`config.mk`:
```
export PLATFORM = sky130hd
export DESIGN_NAME = host_bus_decoder_flat
export DESIGN_NICKNAME = d
export VERILOG_FILES = /design/src/rtl/host_bus_decoder_pkg.sv /design/src/rtl/host_bus_decoder_if.sv /design/src/rtl/host_bus_decoder_csr.sv /design/src/rtl/host_bus_decoder.sv /design/src/flat_wrapper.sv
export SDC_FILE = /design/constraint.sdc
export NUM_CORES = 1
export LEC_CHECK = 0
export ABC_CLOCK_PERIOD_IN_PS = 2800
export CAP_MARGIN = 5
export CORE_ASPECT_RATIO = 0.9
export CORE_UTILIZATION = 35
export CTS_BUF_LIST = sky130_fd_sc_hd__clkbuf_16
export DETAILED_ROUTE_END_ITERATION = 8
export SLEW_MARGIN = 30
export SYNTH_ARGS = -nofsm -noshare
export SYNTH_HDL_FRONTEND = slang
export SYNTH_HIERARCHICAL = 1
export SYNTH_SLANG_ARGS = --single-unit
```
`constraint.sdc`:
```
create_clock -name clk -period 2.8 [get_ports clk]
set_clock_uncertainty 0.1 [all_clocks]
set_input_delay 0.28 -clock clk [delete_from_list [all_inputs] [get_ports clk]]
set_output_delay 0.28 -clock clk [all_outputs]
set_load 0.05 [all_outputs]
```
`src/rtl/host_bus_decoder_pkg.sv`:
```
// rtl/host_bus_decoder_pkg.sv - shared state encoding and CSR constants for host_bus_decoder
package host_bus_pkg;

  typedef enum logic [1:0] {
    IDLE    = 2'd0,
    MEM_RD  = 2'd1,
    CSR_RSP = 2'd2
  } state_e;

  localparam logic [3:0] CSR_ID      = 4'd0;
  localparam logic [3:0] CSR_SCRATCH = 4'd1;
  localparam logic [3:0] CSR_WR_CNT  = 4'd2;
  localparam logic [3:0] CSR_RD_CNT  = 4'd3;
  localparam logic [3:0] CSR_TO_CNT  = 4'd4;

  // Data returned to the host when a memory read is abandoned.
  localparam logic [15:0] TMO_FILL = 16'hDEAD;

endpackage

```
`src/rtl/host_bus_decoder_if.sv`:
```
// rtl/host_bus_decoder_if.sv - request/response bus used on both sides of the decoder
// Signals: address, wvalid, wdata, rvalid (master -> slave)
//          wready, rready, rrvalid, rdata (slave -> master)
interface host_bus_decoder_if #(
  parameter int AW = 16,
  parameter int DW = 16
);
  logic [AW-1:0] address;
  logic          wvalid;
  logic [DW-1:0] wdata;
  logic          wready;
  logic          rvalid;
  logic          rready;
  logic          rrvalid;
  logic [DW-1:0] rdata;

  modport master (
    output address, wvalid, wdata, rvalid,
    input  wready, rready, rrvalid, rdata
  );

  modport slave (
    input  address, wvalid, wdata, rvalid,
    output wready, rready, rrvalid, rdata
  );
endinterface

```
`src/rtl/host_bus_decoder_csr.sv`:
```
// rtl/host_bus_decoder_csr.sv - local CSR bank: ID, scratch and access/timeout counters
// Ports: clk, rst_n (sync, active-low); we_i/addr_i/wdata_i write port;
//        wr_inc_i/rd_inc_i/to_inc_i counter strobes; rdata_o combinational read data.
// Macro: HOST_BUS_TIMEOUT_EN adds the TO_CNT register and its strobe input.
module host_bus_csr
  import host_bus_pkg::*;
#(
  parameter int          DW = 16,
  parameter logic [15:0] ID = 16'h5D01
) (
  input  logic          clk,
  input  logic          rst_n,
  input  logic          we_i,
  input  logic [3:0]    addr_i,
  input  logic [DW-1:0] wdata_i,
  input  logic          wr_inc_i,
  input  logic          rd_inc_i,
`ifdef HOST_BUS_TIMEOUT_EN
  input  logic          to_inc_i,
`endif
  output logic [DW-1:0] rdata_o
);

  logic [DW-1:0] scratch_q;
  logic [DW-1:0] wr_cnt_q;
  logic [DW-1:0] rd_cnt_q;
`ifdef HOST_BUS_TIMEOUT_EN
  logic [DW-1:0] to_cnt_q;
`endif

  // A write to a counter clears it and takes priority over a same-cycle increment.
  always_ff @(posedge clk) begin
    if (!rst_n) begin
      scratch_q <= '0;
      wr_cnt_q  <= '0;
      rd_cnt_q  <= '0;
`ifdef HOST_BUS_TIMEOUT_EN
      to_cnt_q  <= '0;
`endif
    end else begin
      if (we_i && addr_i == CSR_SCRATCH) scratch_q <= wdata_i;

      if (we_i && addr_i == CSR_WR_CNT) wr_cnt_q <= '0;
      else if (wr_inc_i)                wr_cnt_q <= wr_cnt_q + 1'b1;

      if (we_i && addr_i == CSR_RD_CNT) rd_cnt_q <= '0;
      else if (rd_inc_i)                rd_cnt_q <= rd_cnt_q + 1'b1;

`ifdef HOST_BUS_TIMEOUT_EN
      // Saturates so a long-running fault never looks healthy again.
      if (we_i && addr_i == CSR_TO_CNT)   to_cnt_q <= '0;
      else if (to_inc_i && to_cnt_q != '1) to_cnt_q <= to_cnt_q + 1'b1;
`endif
    end
  end

  always_comb begin
    rdata_o = '0;
    case (addr_i)
      CSR_ID:      rdata_o = DW'(ID);
      CSR_SCRATCH: rdata_o = scratch_q;
      CSR_WR_CNT:  rdata_o = wr_cnt_q;
      CSR_RD_CNT:  rdata_o = rd_cnt_q;
`ifdef HOST_BUS_TIMEOUT_EN
      CSR_TO_CNT:  rdata_o = to_cnt_q;
`endif
      default:     rdata_o = '0;
    endcase
  end

endmodule

```
`src/rtl/host_bus_decoder.sv`:
```
// rtl/host_bus_decoder.sv - routes host requests to the SDRAM port or the local CSR bank
// Ports: clk, rst_n (sync, active-low); s_if (slave, from VJTAG host master);
//        m_if (master, to SDRAM controller user port).
// Macro: HOST_BUS_TIMEOUT_EN enables abort of memory reads after TIMEOUT cycles.
module host_bus_decoder
  import host_bus_pkg::*;
#(
  parameter int          AW      = 16,
  parameter int          DW      = 16,
  parameter logic [15:0] ID      = 16'h5D01,
  parameter int          TIMEOUT = 255
) (
  input  logic                clk,
  input  logic                rst_n,
  host_bus_decoder_if.slave   s_if,
  host_bus_decoder_if.master  m_if
);

  localparam logic [DW-1:0] FILL = DW'(TMO_FILL);

  state_e        state_q, state_d;
  logic [DW-1:0] rsp_q, rsp_d;
  logic          csr_sel;
  logic          csr_we;
  logic [DW-1:0] csr_rdata;
  logic          wr_inc;
  logic          rd_inc;

  logic          s_wready, s_rready, s_rrvalid;
  logic [DW-1:0] s_rdata;
  logic          m_wvalid, m_rvalid;

`ifdef HOST_BUS_TIMEOUT_EN
  localparam logic [15:0] TMO_LAST = 16'(TIMEOUT - 1);
  // tmo_q counts MEM_RD cycles including the current one, so the abort
  // response lands exactly TIMEOUT cycles after the read was accepted.
  logic [15:0] tmo_q, tmo_d;
  logic        tmo_fire_q, tmo_fire_d;
`endif

  assign csr_sel      = s_if.address[AW-1];
  assign m_if.address = s_if.address;
  assign m_if.wdata   = s_if.wdata;

  always_comb begin
    state_d   = state_q;
    rsp_d     = rsp_q;
    csr_we    = 1'b0;
    wr_inc    = 1'b0;
    rd_inc    = 1'b0;
    s_wready  = 1'b0;
    s_rready  = 1'b0;
    s_rrvalid = 1'b0;
    s_rdata   = rsp_q;
    m_wvalid  = 1'b0;
    m_rvalid  = 1'b0;
`ifdef HOST_BUS_TIMEOUT_EN
    tmo_d      = tmo_q;
    tmo_fire_d = 1'b0;
    // The abort response is issued from IDLE so new requests are not stalled.
    s_rrvalid  = tmo_fire_q;
`endif

    case (state_q)
      IDLE: begin
        if (!csr_sel) begin
          // Write wins a collision; the read is held off until the write is gone.
          m_wvalid = s_if.wvalid;
          m_rvalid = s_if.rvalid & ~s_if.wvalid;
          s_wready = m_if.wready;
          s_rready = m_if.rready & ~s_if.wvalid;
          wr_inc   = s_if.wvalid & m_if.wready;
          rd_inc   = s_if.rvalid & ~s_if.wvalid & m_if.rready;
          if (rd_inc) begin
            state_d = MEM_RD;
`ifdef HOST_BUS_TIMEOUT_EN
            tmo_d   = 16'd1;
`endif
          end
        end else begin
          s_wready = 1'b1;
          s_rready = ~s_if.wvalid;
          csr_we   = s_if.wvalid;
          if (s_if.rvalid && !s_if.wvalid) begin
            rsp_d   = csr_rdata;
            state_d = CSR_RSP;
          end
        end
      end

      MEM_RD: begin
        if (m_if.rrvalid) begin
          s_rrvalid = 1'b1;
          s_rdata   = m_if.rdata;
          state_d   = IDLE;
        end
`ifdef HOST_BUS_TIMEOUT_EN
        else if (tmo_q >= TMO_LAST) begin
          rsp_d      = FILL;
          tmo_fire_d = 1'b1;
          state_d    = IDLE;
        end else begin
          tmo_d = tmo_q + 16'd1;
        end
`endif
      end

      CSR_RSP: begin
        s_rrvalid = 1'b1;
        state_d   = IDLE;
      end

      default: state_d = IDLE;
    endcase

    // Hold the host and memory handshakes quiet while reset is asserted.
    if (!rst_n) begin
      csr_we    = 1'b0;
      wr_inc    = 1'b0;
      rd_inc    = 1'b0;
      s_wready  = 1'b0;
      s_rready  = 1'b0;
      s_rrvalid = 1'b0;
      m_wvalid  = 1'b0;
      m_rvalid  = 1'b0;
    end
  end

  always_ff @(posedge clk) begin
    if (!rst_n) begin
      state_q    <= IDLE;
      rsp_q      <= '0;
`ifdef HOST_BUS_TIMEOUT_EN
      tmo_q      <= '0;
      tmo_fire_q <= 1'b0;
`endif
    end else begin
      state_q    <= state_d;
      rsp_q      <= rsp_d;
`ifdef HOST_BUS_TIMEOUT_EN
      tmo_q      <= tmo_d;
      tmo_fire_q <= tmo_fire_d;
`endif
    end
  end

  assign s_if.wready  = s_wready;
  assign s_if.rready  = s_rready;
  assign s_if.rrvalid = s_rrvalid;
  assign s_if.rdata   = s_rdata;
  assign m_if.wvalid  = m_wvalid;
  assign m_if.rvalid  = m_rvalid;

  host_bus_csr #(
    .DW (DW),
    .ID (ID)
  ) u_csr (
    .clk      (clk),
    .rst_n    (rst_n),
    .we_i     (csr_we),
    .addr_i   (s_if.address[3:0]),
    .wdata_i  (s_if.wdata),
    .wr_inc_i (wr_inc),
    .rd_inc_i (rd_inc),
`ifdef HOST_BUS_TIMEOUT_EN
    .to_inc_i (tmo_fire_q),
`endif
    .rdata_o  (csr_rdata)
  );

endmodule

```
`src/flat_wrapper.sv`:
```
// flat-port wrapper written by rule: the top's interface ports become plain ports
module host_bus_decoder_flat import host_bus_pkg::*;
#(
  parameter int          AW      = 16,
  parameter int          DW      = 16,
  parameter logic [15:0] ID      = 16'h5D01,
  parameter int          TIMEOUT = 255
)
  (clk, rst_n, s_if_address, s_if_wvalid, s_if_wdata, s_if_rvalid, s_if_wready, s_if_rready, s_if_rrvalid, s_if_rdata, m_if_address, m_if_wvalid, m_if_wdata, m_if_rvalid, m_if_wready, m_if_rready, m_if_rrvalid, m_if_rdata);
  host_bus_decoder_if #(.AW(AW), .DW(DW)) s_if_i ();
  host_bus_decoder_if #(.AW(AW), .DW(DW)) m_if_i ();
  input  logic clk;
  input  logic rst_n;
  input wire logic [$bits(s_if_i.address)-1:0] s_if_address;
  input wire logic [$bits(s_if_i.wvalid)-1:0] s_if_wvalid;
  input wire logic [$bits(s_if_i.wdata)-1:0] s_if_wdata;
  input wire logic [$bits(s_if_i.rvalid)-1:0] s_if_rvalid;
  output wire logic [$bits(s_if_i.wready)-1:0] s_if_wready;
  output wire logic [$bits(s_if_i.rready)-1:0] s_if_rready;
  output wire logic [$bits(s_if_i.rrvalid)-1:0] s_if_rrvalid;
  output wire logic [$bits(s_if_i.rdata)-1:0] s_if_rdata;
  output wire logic [$bits(m_if_i.address)-1:0] m_if_address;
  output wire logic [$bits(m_if_i.wvalid)-1:0] m_if_wvalid;
  output wire logic [$bits(m_if_i.wdata)-1:0] m_if_wdata;
  output wire logic [$bits(m_if_i.rvalid)-1:0] m_if_rvalid;
  input wire logic [$bits(m_if_i.wready)-1:0] m_if_wready;
  input wire logic [$bits(m_if_i.rready)-1:0] m_if_rready;
  input wire logic [$bits(m_if_i.rrvalid)-1:0] m_if_rrvalid;
  input wire logic [$bits(m_if_i.rdata)-1:0] m_if_rdata;
  assign s_if_i.address = s_if_address;
  assign s_if_i.wvalid = s_if_wvalid;
  assign s_if_i.wdata = s_if_wdata;
  assign s_if_i.rvalid = s_if_rvalid;
  assign s_if_wready = s_if_i.wready;
  assign s_if_rready = s_if_i.rready;
  assign s_if_rrvalid = s_if_i.rrvalid;
  assign s_if_rdata = s_if_i.rdata;
  assign m_if_address = m_if_i.address;
  assign m_if_wvalid = m_if_i.wvalid;
  assign m_if_wdata = m_if_i.wdata;
  assign m_if_rvalid = m_if_i.rvalid;
  assign m_if_i.wready = m_if_wready;
  assign m_if_i.rready = m_if_rready;
  assign m_if_i.rrvalid = m_if_rrvalid;
  assign m_if_i.rdata = m_if_rdata;
  host_bus_decoder #(.AW(AW), .DW(DW), .ID(ID), .TIMEOUT(TIMEOUT)) u_core (.clk(clk), .rst_n(rst_n), .s_if(s_if_i), .m_if(m_if_i));
endmodule
```
==> flow_metrics.py, run 1 <==
metrics = {
    "status": {
        "outcome": "completed",
    },
    "critical_path": {
        "crit-reg2reg-launch": "u_core/state_q[0]$_SDFFE_PN0P_",
        "reg2regPathDepth": 9,
        "cp-start-kind": "flip-flop",
        "end_kind": "flip-flop",
        "rr_endpoint": "u_core/u_csr/rd_cnt_q[12]$_SDFFE_PP0P_",
        "crit_fanout": 6,
        "reg2reg_setup_slack_ns": 0.30,
        "arrival_ns": 2.59,
        "worstSetupPathType": "reg -> reg",
        "cp.required_ns": 2.90,
    },
    "placed_design": {
        "place_hpwl_um": 7070,
        "io_buffers": 85,
        "globalplace.congestion": 0.871,
    },
    "route": {
        "wl_per_cell_um": 14.9,
        "route.detailed.drc": 0,
        "drt-initial-drc-count": 238,
        "drtAntennaViolNets": 0,
        "drt-total-wl_um": 9380,
        "num_vias": 3193,
        "via_per_inst": 5.06,
        "first_pass_iters": 5,
    },
    "min_path": {
        "whs_path_depth": 2,
        "hold_start": "u_core/rsp_q[11]$_SDFFE_PN0P_",
        "hold_path_class": "reg -> reg",
        "whs_endpoint": "u_core/rsp_q[11]$_SDFFE_PN0P_",
    },
    "clock_network": {
        "cts_buffers": 9,
        "cts_sinks": 66,
        "ctsHoldBuffers": 0,
        "cts_tree": "done",
        "cts-root-buf": "clkbuf_16",
        "path_clk_slew_ns": 0.06,
        "cts_setup_buffers": 0,
        "clk_latency_ns": 0.33,
        "clockBufferDepth": 2,
        "post_cts_resized": 0,
        "htreeDepth": 3,
    },
    "global_routing": {
        "gr-total-overflow": 0,
        "grt_use_total_pct": 17.2,
        "grt_max_degree": 19,
        "grt_pass1_wl_um": 15200,
        "grt_pass1_vias": 3001,
        "antenna_found_initial": 0,
    },
    "sta": {
        "rsz0062_at_grt": "false",
        "hold_viol": 0,
        "worst_pin_slew_ns": 0.686,
        "setup_viol": 0,
        "finalCriticalPeriod_ns": 2.50,
        "finalSetupTns_ns": 0,
        "timing.fmax_ghz": 0.401,
        "slew_headroom_pct": 54.1,
        "report.final.slew_viol_count": 0,
        "period_share_pct": 89.1,
    },
    "logic_synthesis": {
        "yosys.cell_types.count": 45,
        "synth_fp_nets": 504,
        "ys_ff_latch": 66,
        "yosysSeqAreaShare_pct": 35.5,
        "yosys_warnings": 6,
        "synth_area_per_cell_sq_um": 8.38,
        "netlist_area_sq_um": 3720,
        "synthCells": 444,
    },
    "pwr": {
        "p_total_w": 0.00236,
        "p_per_area_nw_per_um2": 500,
        "seqPwrFrac_pct": 40.2,
        "comb_power_share_pct": 12.9,
        "p_sw_w": 0.000599,
        "p_int_w": 0.00176,
        "pwr-share-clk_pct": 46.9,
        "p_sw_share_pct": 25.4,
        "ir_drop_mv": 0.312,
        "leakagePower_nw": 1.66,
    },
    "die": {
        "ios": 108,
        "fp.dieW_um": 111,
        "rows": 35,
        "die-area_sq_um": 11000,
        "coreArea_sq_um": 10300,
        "fp.dieH_um": 99.8,
        "initial_core_util_pct": 36.2,
    },
    "cells_and_area": {
        "final_nets": 557,
        "area_growth_syn_to_layout_pct": 26.7,
        "layout-drive-gt1-share_pct": 18.7,
        "diodes": 0,
    },
    "job": {
        "maxCapViolations": 0,
    },
}
-- sequential cells by signal, indices dropped and copies added (netlist names) --
register / count
u_core/state_q: 2
u_core/rsp_q: 16
u_core/u_csr/wr_cnt_q: 16
u_core/u_csr/scratch_q: 16
u_core/u_csr/rd_cnt_q: 16
-- final cells by class --
| class | instances | area (sq um) |
|---|---|---|
| Fill cell | 1014 | 5580 |
| Multi-Input combinational cell | 319 | 2020 |
| Sequential cell | 66 | 1320 |
| Timing Repair Buffer | 95 | 896 |
| Clock buffer | 9 | 225 |
| Tap cell | 129 | 161 |
| Clock inverter | 7 | 70.1 |
| Inverter | 6 | 22.5 |
-- per-stage QoR --
stage	util, %	hold WS, ns	cell area (sq um)	setup slack, ns	std cells
after floorplan	-	0.320	3720	0.229	444
after global placement	42.9	0.345	4420	0.348	615
after detailed placement	42.9	0.347	4420	0.238	615
after CTS	45.8	0.355	4710	0.346	631
after global routing	45.8	0.381	4710	0.0533	631
final	45.8	0.356	4710	0.304	631
-- power groups by stage --
stage | registers (W) | logic (W) | clock network, W
after detailed placement | 0.000968 | 0.000303 | 0
after CTS | 0.000947 | 0.000304 | 0.00113
after floorplan | 0.000966 | 0.000231 | 0
after global routing | 0.000947 | 0.000321 | 0.00118
final | 0.000947 | 0.000304 | 0.00110
after global placement | 0.000967 | 0.000303 | 0
-- routing by layer --
| layer | part of all wire (%) | up-vias | GRT usage (%) |
|---|---|---|---|
| met5 | 0 | - | 0 |
| met4 | 1.6 | 0 | 5.33 |
| met2 | 43 | 112 | 25.5 |
| li1 | - | 1594 | - |
| met3 | 6.1 | 13 | 4.17 |
| met1 | 49 | 1474 | 24.6 |
-- how the worst max path moves through the flow --
stage	from	to	depth (start not counted)
after floorplan	u_core/state_q[0]$_SDFFE_PN0P_	u_core/u_csr/rd_cnt_q[11]$_SDFFE_PP0P_	10
after global placement	rst_n	u_core/u_csr/scratch_q[14]$_SDFFE_PN0P_	7
after detailed placement	s_if_rvalid	u_core/u_csr/rd_cnt_q[12]$_SDFFE_PP0P_	8
after CTS	u_core/state_q[0]$_SDFFE_PN0P_	u_core/u_csr/rd_cnt_q[12]$_SDFFE_PP0P_	9
after global routing	u_core/state_q[0]$_SDFFE_PN0P_	u_core/u_csr/rd_cnt_q[12]$_SDFFE_PP0P_	9
final	u_core/state_q[0]$_SDFFE_PN0P_	u_core/u_csr/rd_cnt_q[12]$_SDFFE_PP0P_	9
-- synth_stat cells --
master	count	share of area (%)
o311ai_1	1	0.24
or2_2	2	0.34
a22oi_1	10	2.0
nand2_2	1	0.17
clkinv_1	1	0.10
nand3b_1	2	0.40
nand3_2	1	0.27
nand2b_1	2	0.34
a31oi_1	1	0.17
a21boi_0	16	3.2
nand2_1	77	7.8
mux2_2	26	7.9
nor2_4	1	0.30
clkbuf_2	2	0.27
buf_1	1	0.10
nor4_2	1	0.34
and2_1	2	0.34
and3_2	1	0.20
buf_2	11	1.5
buf_6	1	0.30
mux2i_1	9	2.4
nand4_1	10	1.7
nand4_4	2	1.1
and4b_1	1	0.27
clkbuf_1	5	0.50
nor3_1	8	1.1
buf_12	1	0.54
a21oi_2	10	2.4
o21ai_1	1	0.13
nor4_1	8	1.3
o21ai_0	6	0.81
nor2b_1	3	0.50
a211o_1	1	0.24
a31o_2	1	0.24
a21oi_1	13	1.7
buf_4	32	6.5
and3_1	4	0.67
nand3_1	11	1.5
nand4b_2	1	0.40
ha_1	5	1.7
xor2_1	7	1.6
dfxtp_1	66	36
xnor2_1	22	5.2
nor2_1	52	5.2
inv_1	5	0.50
-- critical path, cell delays in order, from the launching register on --
cell and delay [ns]:
dfxtp_1 0.33, inv_1 0.12, ha_1 0.29, nor2b_1 0.23
and3_1 0.20, and2_1 0.27, nand3_1 0.22, nor4_1 0.39
xnor2_1 0.16, nor2_1 0.05
-- kinds of logic (layout without fill, tap and decap cells) --
group,Yosys count,count (layout),synth area share (%)
multiplexers,35,35,10.3
flip-flops,66,66,35.5
adder cells (fa/ha/maj),5,5,1.68
AND/OR/NAND/NOR,190,190,24.3
buffers and inverters,59,117,10.3
AO/OA/AOI/OAI,60,60,11.2
XOR/XNOR,29,29,6.83
-- layout by cell type, fill, tap and decap left out, types with 11 or more instances in the layout --
master           instances
a21boi_0                16
a21oi_1                 13
buf_4                   30
clkdlybuf4s50_1         63
dfxtp_1                 66
mux2_2                  26
nand2_1                 77
nand3_1                 11
nor2_1                  52
xnor2_1                 22
Note: power is estimated with default switching activity, not from simulation.
==> run 2: changes to the inputs <==
--- a/config.mk
+++ b/config.mk
@@ -11,6 +11,7 @@
 export CORE_UTILIZATION = 35
 export CTS_BUF_LIST = sky130_fd_sc_hd__clkbuf_16
 export DETAILED_ROUTE_END_ITERATION = 8
+export PLACE_DENSITY = 0.66
 export SLEW_MARGIN = 30
 export SYNTH_ARGS = -nofsm -noshare
 export SYNTH_HDL_FRONTEND = slang
==> constraint.sdc (replaced) <==
create_clock -name clk -period 2.8 [get_ports clk]
set_clock_uncertainty 0.1 [all_clocks]
set_input_delay 0.28 -clock clk [delete_from_list [all_inputs] [get_ports clk]]
set_output_delay 0.28 -clock clk [all_outputs]
set_load 0.01 [all_outputs]
==> run 2 against run 1 <==
Via count is 1.3% lower; clock power increased by 9%; utilization is 0.30 points higher; global-route usage barely moved; non-clock buffer count fell by 3; setup slack got worse by 0.10 ns; wire length fell by 2.2%; register-to-register slack got worse by 0.10 ns; worst hold slack got worse by 0.0015 ns; power rose by 0.94%; critical path type unchanged.
==> flow_metrics.py, run 2 (synthesized netlist as in run 1, its figures left out) <==
metrics = {
    "min_path": {
        "hold_start": "u_core/rsp_q[11]$_SDFFE_PN0P_",
        "whs_endpoint": "u_core/rsp_q[11]$_SDFFE_PN0P_",
        "whs_path_depth": 2,
        "hold_path_class": "reg -> reg",
    },
    "sta": {
        "finalSetupTns_ns": 0,
        "finalCriticalPeriod_ns": 2.60,
        "hold_viol": 0,
        "setup_viol": 0,
        "timing.fmax_ghz": 0.385,
        "report.final.slew_viol_count": 0,
        "slew_headroom_pct": 60.6,
        "rsz0062_at_grt": "false",
        "worst_pin_slew_ns": 0.590,
        "setup_ws_ns": 0.201,
        "period_share_pct": 92.8,
    },
    "cells_and_area": {
        "diodes": 0,
        "layout-drive-gt1-share_pct": 14.0,
        "fin_area_sq_um": 4750,
        "multiInputGateArea_sq_um": 2020,
        "fillCellCount": 1000,
        "stdcell_count": 628,
        "area_growth_syn_to_layout_pct": 27.5,
        "regArea_sq_um": 1320,
        "final_cell_mix": "clkdlybuf4s50_1 (85), nand2_1 (77), dfxtp_1 (66)",
        "layout_commonest_cell": "clkdlybuf4s50_1",
        "final_nets": 554,
    },
    "critical_path": {
        "end_kind": "flip-flop",
        "reg2reg_setup_slack_ns": 0.20,
        "arrival_ns": 2.69,
        "cp_slowest_stage_delay_ns": 0.35,
        "path_cells": "inv_1 -> ha_1 -> nor2b_1 -> and3_1 -> and2_1 -> nand4_1 -> nor4_1 -> xnor2_1 -> nor2_1",
        "crit-reg2reg-launch": "u_core/state_q[0]$_SDFFE_PN0P_",
        "rr_endpoint": "u_core/u_csr/rd_cnt_q[11]$_SDFFE_PP0P_",
        "cp_slowest_cell": "nor4_1",
        "cp-start-kind": "flip-flop",
        "reg2regPathDepth": 9,
        "cp.required_ns": 2.90,
        "worstSetupPathType": "reg -> reg",
        "crit_fanout": 7,
    },
    "placed_design": {
        "globalplace.congestion": 0.833,
        "pre_cts_ws_ns": 0.142,
        "placed_cells_incl_taps": 612,
        "io_buffers": 85,
        "place_hpwl_um": 6870,
        "place_area_sq_um": 4430,
    },
    "route": {
        "drtAntennaViolNets": 0,
        "drt-initial-drc-count": 184,
        "via_per_inst": 5.02,
        "route.detailed.drc": 0,
        "drt-total-wl_um": 9180,
        "first_pass_iters": 5,
        "num_vias": 3150,
        "wl_per_cell_um": 14.6,
    },
    "global_routing": {
        "grt_pass1_wl_um": 15300,
        "grt_max_degree": 24,
        "gr-total-overflow": 0,
        "grt_pass1_vias": 3101,
        "grt_use_total_pct": 17.2,
        "antenna_found_initial": 0,
    },
    "die": {
        "initial_core_util_pct": 36.2,
        "coreArea_sq_um": 10300,
        "fp.dieH_um": 99.8,
        "fp.dieW_um": 111,
        "die-area_sq_um": 11000,
        "rows": 35,
        "ios": 108,
    },
    "clock_network": {
        "htreeDepth": 3,
        "cts-root-buf": "clkbuf_16",
        "cts_sinks": 66,
        "cts_setup_buffers": 0,
        "clk_latency_ns": 0.33,
        "cts_tree": "done",
        "path_clk_slew_ns": 0.06,
        "ctsHoldBuffers": 0,
        "post_cts_resized": 0,
        "cts_buffers": 9,
        "clockBufferDepth": 2,
    },
    "job": {
        "maxCapViolations": 0,
    },
    "pwr": {
        "p_per_area_nw_per_um2": 501,
        "p_total_w": 0.00238,
        "ir_drop_mv": 0.241,
        "leakagePower_nw": 1.62,
    },
    "status": {
        "outcome": "completed",
    },
}
==> run 2: cell types whose count changed in the layout (fill, tap and decap cells not counted), sizes merged <==
cell,change
buf,-25
clkdlybuf4s50,+22
bufinv,+1
clkinvlp,-1
==> run 2: cell type report <==
cell class                      count  share of cell area [%]
Clock inverter                      7                    1.98
Tap cell                          129                    3.40
Timing Repair Buffer               92                    19.0
Clock buffer                        9                    4.75
Multi-Input combinational cell    319                    42.5
Sequential cell                    66                    27.8
Inverter                            6                   0.475
==> run 2: routing by layer <==
layer	vias up	wire (um)	GRT usage, %
li1	1580	-	-
met1	1449	4450	24.6
met2	112	3960	25.0
met3	9	646	4.29
met4	0	120	6.26
met5	-	0	0
==> run 2: worst max-delay path by stage <==
stage                                   startpoint                                      to  slack (ns)  depth (start not counted)
global placement                       s_if_rvalid  u_core/u_csr/rd_cnt_q[11]$_SDFFE_PP0P_        0.27                          8
floorplan           u_core/state_q[0]$_SDFFE_PN0P_  u_core/u_csr/rd_cnt_q[11]$_SDFFE_PP0P_        0.55                         10
global route        u_core/state_q[0]$_SDFFE_PN0P_  u_core/u_csr/rd_cnt_q[14]$_SDFFE_PP0P_        0.02                          9
CTS                 u_core/state_q[1]$_SDFFE_PN0P_                           s_if_rdata[1]        0.25                          5
finish              u_core/state_q[0]$_SDFFE_PN0P_  u_core/u_csr/rd_cnt_q[11]$_SDFFE_PP0P_        0.20                          9
detailed placement                     s_if_rvalid  u_core/u_csr/rd_cnt_q[11]$_SDFFE_PP0P_        0.14                          8
==> run 2: report_power, final <==
part           switching [W]  internal [W]  leakage (nW)
combinational       0.000102      0.000124         0.934
clock               0.000428      0.000777         0.151
sequential        0.00000361      0.000943         0.532
==> run 2: critical path, delay by kind of cell (launching register included) <==
kind | cells | cell delay [ns]
XOR/XNOR | 1 | 0.17
adder cells (fa/ha/maj) | 1 | 0.29
buffers and inverters | 1 | 0.13
flip-flops | 1 | 0.33
AND/OR/NAND/NOR | 6 | 1.46
==> run 2: through the flow <==
step	utilization, %	hold slack, ns
global placement	43.0	0.347
floorplan	-	0.320
CTS	46.1	0.356
global route	46.1	0.378
detailed placement	43.0	0.348
finish	46.1	0.354
==> run 3: changes to the inputs <==
--- a/config.mk
+++ b/config.mk
@@ -8,6 +8,7 @@
 export ABC_CLOCK_PERIOD_IN_PS = 2800
 export CAP_MARGIN = 5
 export CORE_ASPECT_RATIO = 0.9
+export CORE_MARGIN = 3
 export CORE_UTILIZATION = 35
 export CTS_BUF_LIST = sky130_fd_sc_hd__clkbuf_16
 export DETAILED_ROUTE_END_ITERATION = 8
==> run 3 against run 2 <==
Fmax grew 2.3%; largest cell class unchanged; wire length is 1.1% higher; setup slack better by 0.059 ns; combinational power about the same; count of clock-buffer cells in the layout stayed put; sequential power is essentially flat.
==> flow_metrics.py, run 3 (synthesized netlist as in run 1, its figures left out) <==
metrics = {
    "die": {
        "rows": 35,
        "ios": 108,
        "initial_core_util_pct": 36.2,
        "fp.dieW_um": 115,
        "coreArea_sq_um": 10300,
        "fp.dieH_um": 104,
        "die-area_sq_um": 11900,
    },
    "sta": {
        "finalCriticalPeriod_ns": 2.54,
        "worst_pin_slew_ns": 0.591,
        "report.final.slew_viol_count": 0,
        "finalSetupTns_ns": 0,
        "timing.fmax_ghz": 0.394,
        "rsz0062_at_grt": "false",
        "hold_viol": 0,
        "setup_viol": 0,
        "slew_headroom_pct": 60.5,
        "period_share_pct": 90.7,
    },
    "critical_path": {
        "crit_fanout": 16,
        "reg2regPathDepth": 9,
        "path_delay_family": "buffers and inverters",
        "cp_slowest_stage_delay_ns": 0.49,
        "rr_endpoint": "u_core/u_csr/rd_cnt_q[11]$_SDFFE_PP0P_",
        "end_kind": "output pin",
        "path_buf_inv": 2,
        "cp.required_ns": 2.42,
        "cp-start-kind": "flip-flop",
        "arrival_ns": 2.16,
        "path_cells": "inv_1 -> ha_1 -> nand2_2 -> mux2_2 -> clkdlybuf4s50_1",
        "cp_slowest_cell": "clkdlybuf4s50_1",
        "crit-reg2reg-launch": "u_core/state_q[0]$_SDFFE_PN0P_",
        "reg2reg_setup_slack_ns": 0.27,
        "crit_cells": 5,
        "worstSetupPathType": "reg -> out",
    },
    "route": {
        "drt-initial-drc-count": 142,
        "via_per_inst": 5.06,
        "wl_per_cell_um": 14.8,
        "drtAntennaViolNets": 0,
        "num_vias": 3180,
        "first_pass_iters": 5,
        "route.detailed.drc": 0,
        "drt-total-wl_um": 9280,
    },
    "clock_network": {
        "cts_tree": "done",
        "clockBufferDepth": 2,
        "clk_latency_ns": 0.33,
        "cts_buffers": 9,
        "cts_sinks": 66,
        "ctsHoldBuffers": 0,
        "post_cts_resized": 0,
        "path_clk_slew_ns": 0.06,
        "cts-root-buf": "clkbuf_16",
        "cts_setup_buffers": 0,
        "htreeDepth": 3,
    },
    "cells_and_area": {
        "final_nets": 555,
        "fin_area_sq_um": 4730,
        "layout_commonest_cell": "clkdlybuf4s50_1",
        "diodes": 0,
        "area_growth_syn_to_layout_pct": 27.1,
        "fin_util_pct": 46.0,
        "layout-drive-gt1-share_pct": 13.8,
        "final_cell_mix": "clkdlybuf4s50_1 (85), nand2_1 (77), dfxtp_1 (66)",
    },
    "min_path": {
        "whs_path_depth": 2,
        "hold_path_class": "reg -> reg",
        "hold_start": "u_core/rsp_q[9]$_SDFFE_PN0P_",
        "whs_endpoint": "u_core/rsp_q[9]$_SDFFE_PN0P_",
    },
    "placed_design": {
        "io_buffers": 85,
        "globalplace.congestion": 0.837,
        "place_area_sq_um": 4430,
        "place_hpwl_um": 7080,
    },
    "global_routing": {
        "gr-total-overflow": 0,
        "grt_pass1_wl_um": 15200,
        "grt_max_degree": 21,
        "antenna_found_initial": 0,
        "grt_pass1_vias": 3085,
        "grt_use_total_pct": 15.8,
    },
    "job": {
        "maxCapViolations": 0,
    },
    "pwr": {
        "leakagePower_nw": 1.61,
        "p_total_w": 0.00228,
        "ir_drop_mv": 0.229,
        "p_per_area_nw_per_um2": 482,
    },
    "status": {
        "outcome": "completed",
    },
}
## run 3: metrics by stage
stage | hold WS [ns] | std cells | worst slack (ns)
global route | 0.370 | 629 | 0.00279
finish | 0.356 | 629 | 0.260
CTS | 0.356 | 629 | 0.228
detailed placement | 0.348 | 613 | 0.191
global placement | 0.348 | 613 | 0.236
floorplan | 0.320 | 444 | 0.554
## run 3: worst max path at each step
| stage | from | end | slack (ns) |
|---|---|---|---|
| after floorplan | u_core/state_q[0]$_SDFFE_PN0P_ | u_core/u_csr/rd_cnt_q[11]$_SDFFE_PP0P_ | 0.55 |
| after global placement | s_if_rvalid | u_core/u_csr/rd_cnt_q[11]$_SDFFE_PP0P_ | 0.24 |
| after detailed placement | s_if_rvalid | u_core/u_csr/rd_cnt_q[11]$_SDFFE_PP0P_ | 0.19 |
| after CTS | u_core/state_q[1]$_SDFFE_PN0P_ | s_if_rdata[11] | 0.23 |
| after global routing | u_core/state_q[0]$_SDFFE_PN0P_ | u_core/u_csr/rd_cnt_q[11]$_SDFFE_PP0P_ | 0.003 |
| final | u_core/state_q[1]$_SDFFE_PN0P_ | s_if_rdata[11] | 0.26 |
## run 3: worst register-to-register path: cells and delay by family, from the launching register on
kind                     cells  cell delay, ns
XOR/XNOR                     1            0.16
adder cells (fa/ha/maj)      1            0.27
buffers and inverters        1            0.13
flip-flops                   1            0.34
AND/OR/NAND/NOR              6            1.40
## run 3: metal layers
| metal | GRT usage (%) | up-vias | share of wire (%) |
|---|---|---|---|
| met5 | 0 | - | 0 |
| met4 | 4.83 | 0 | 1.3 |
| met3 | 4.09 | 10 | 6.7 |
| met2 | 23.6 | 99 | 44 |
| met1 | 22.3 | 1487 | 48 |
| li1 | - | 1584 | - |
## run 3: final cells by class
cell class	count	area, sq um
Tap cell	129	161
Sequential cell	66	1320
Multi-Input combinational cell	319	2020
Clock inverter	7	70.1
Inverter	6	22.5
Timing Repair Buffer	93	911
Clock buffer	9	225
Fill cell	1008	5560
## run 3: where the power goes
part | internal, W | switching (W) | leakage (nW)
registers | 0.000944 | 0.00000393 | 0.532
clock network | 0.000686 | 0.000417 | 0.141
logic | 0.000125 | 0.000103 | 0.938
total | 0.00175 | 0.000524 | 1.61
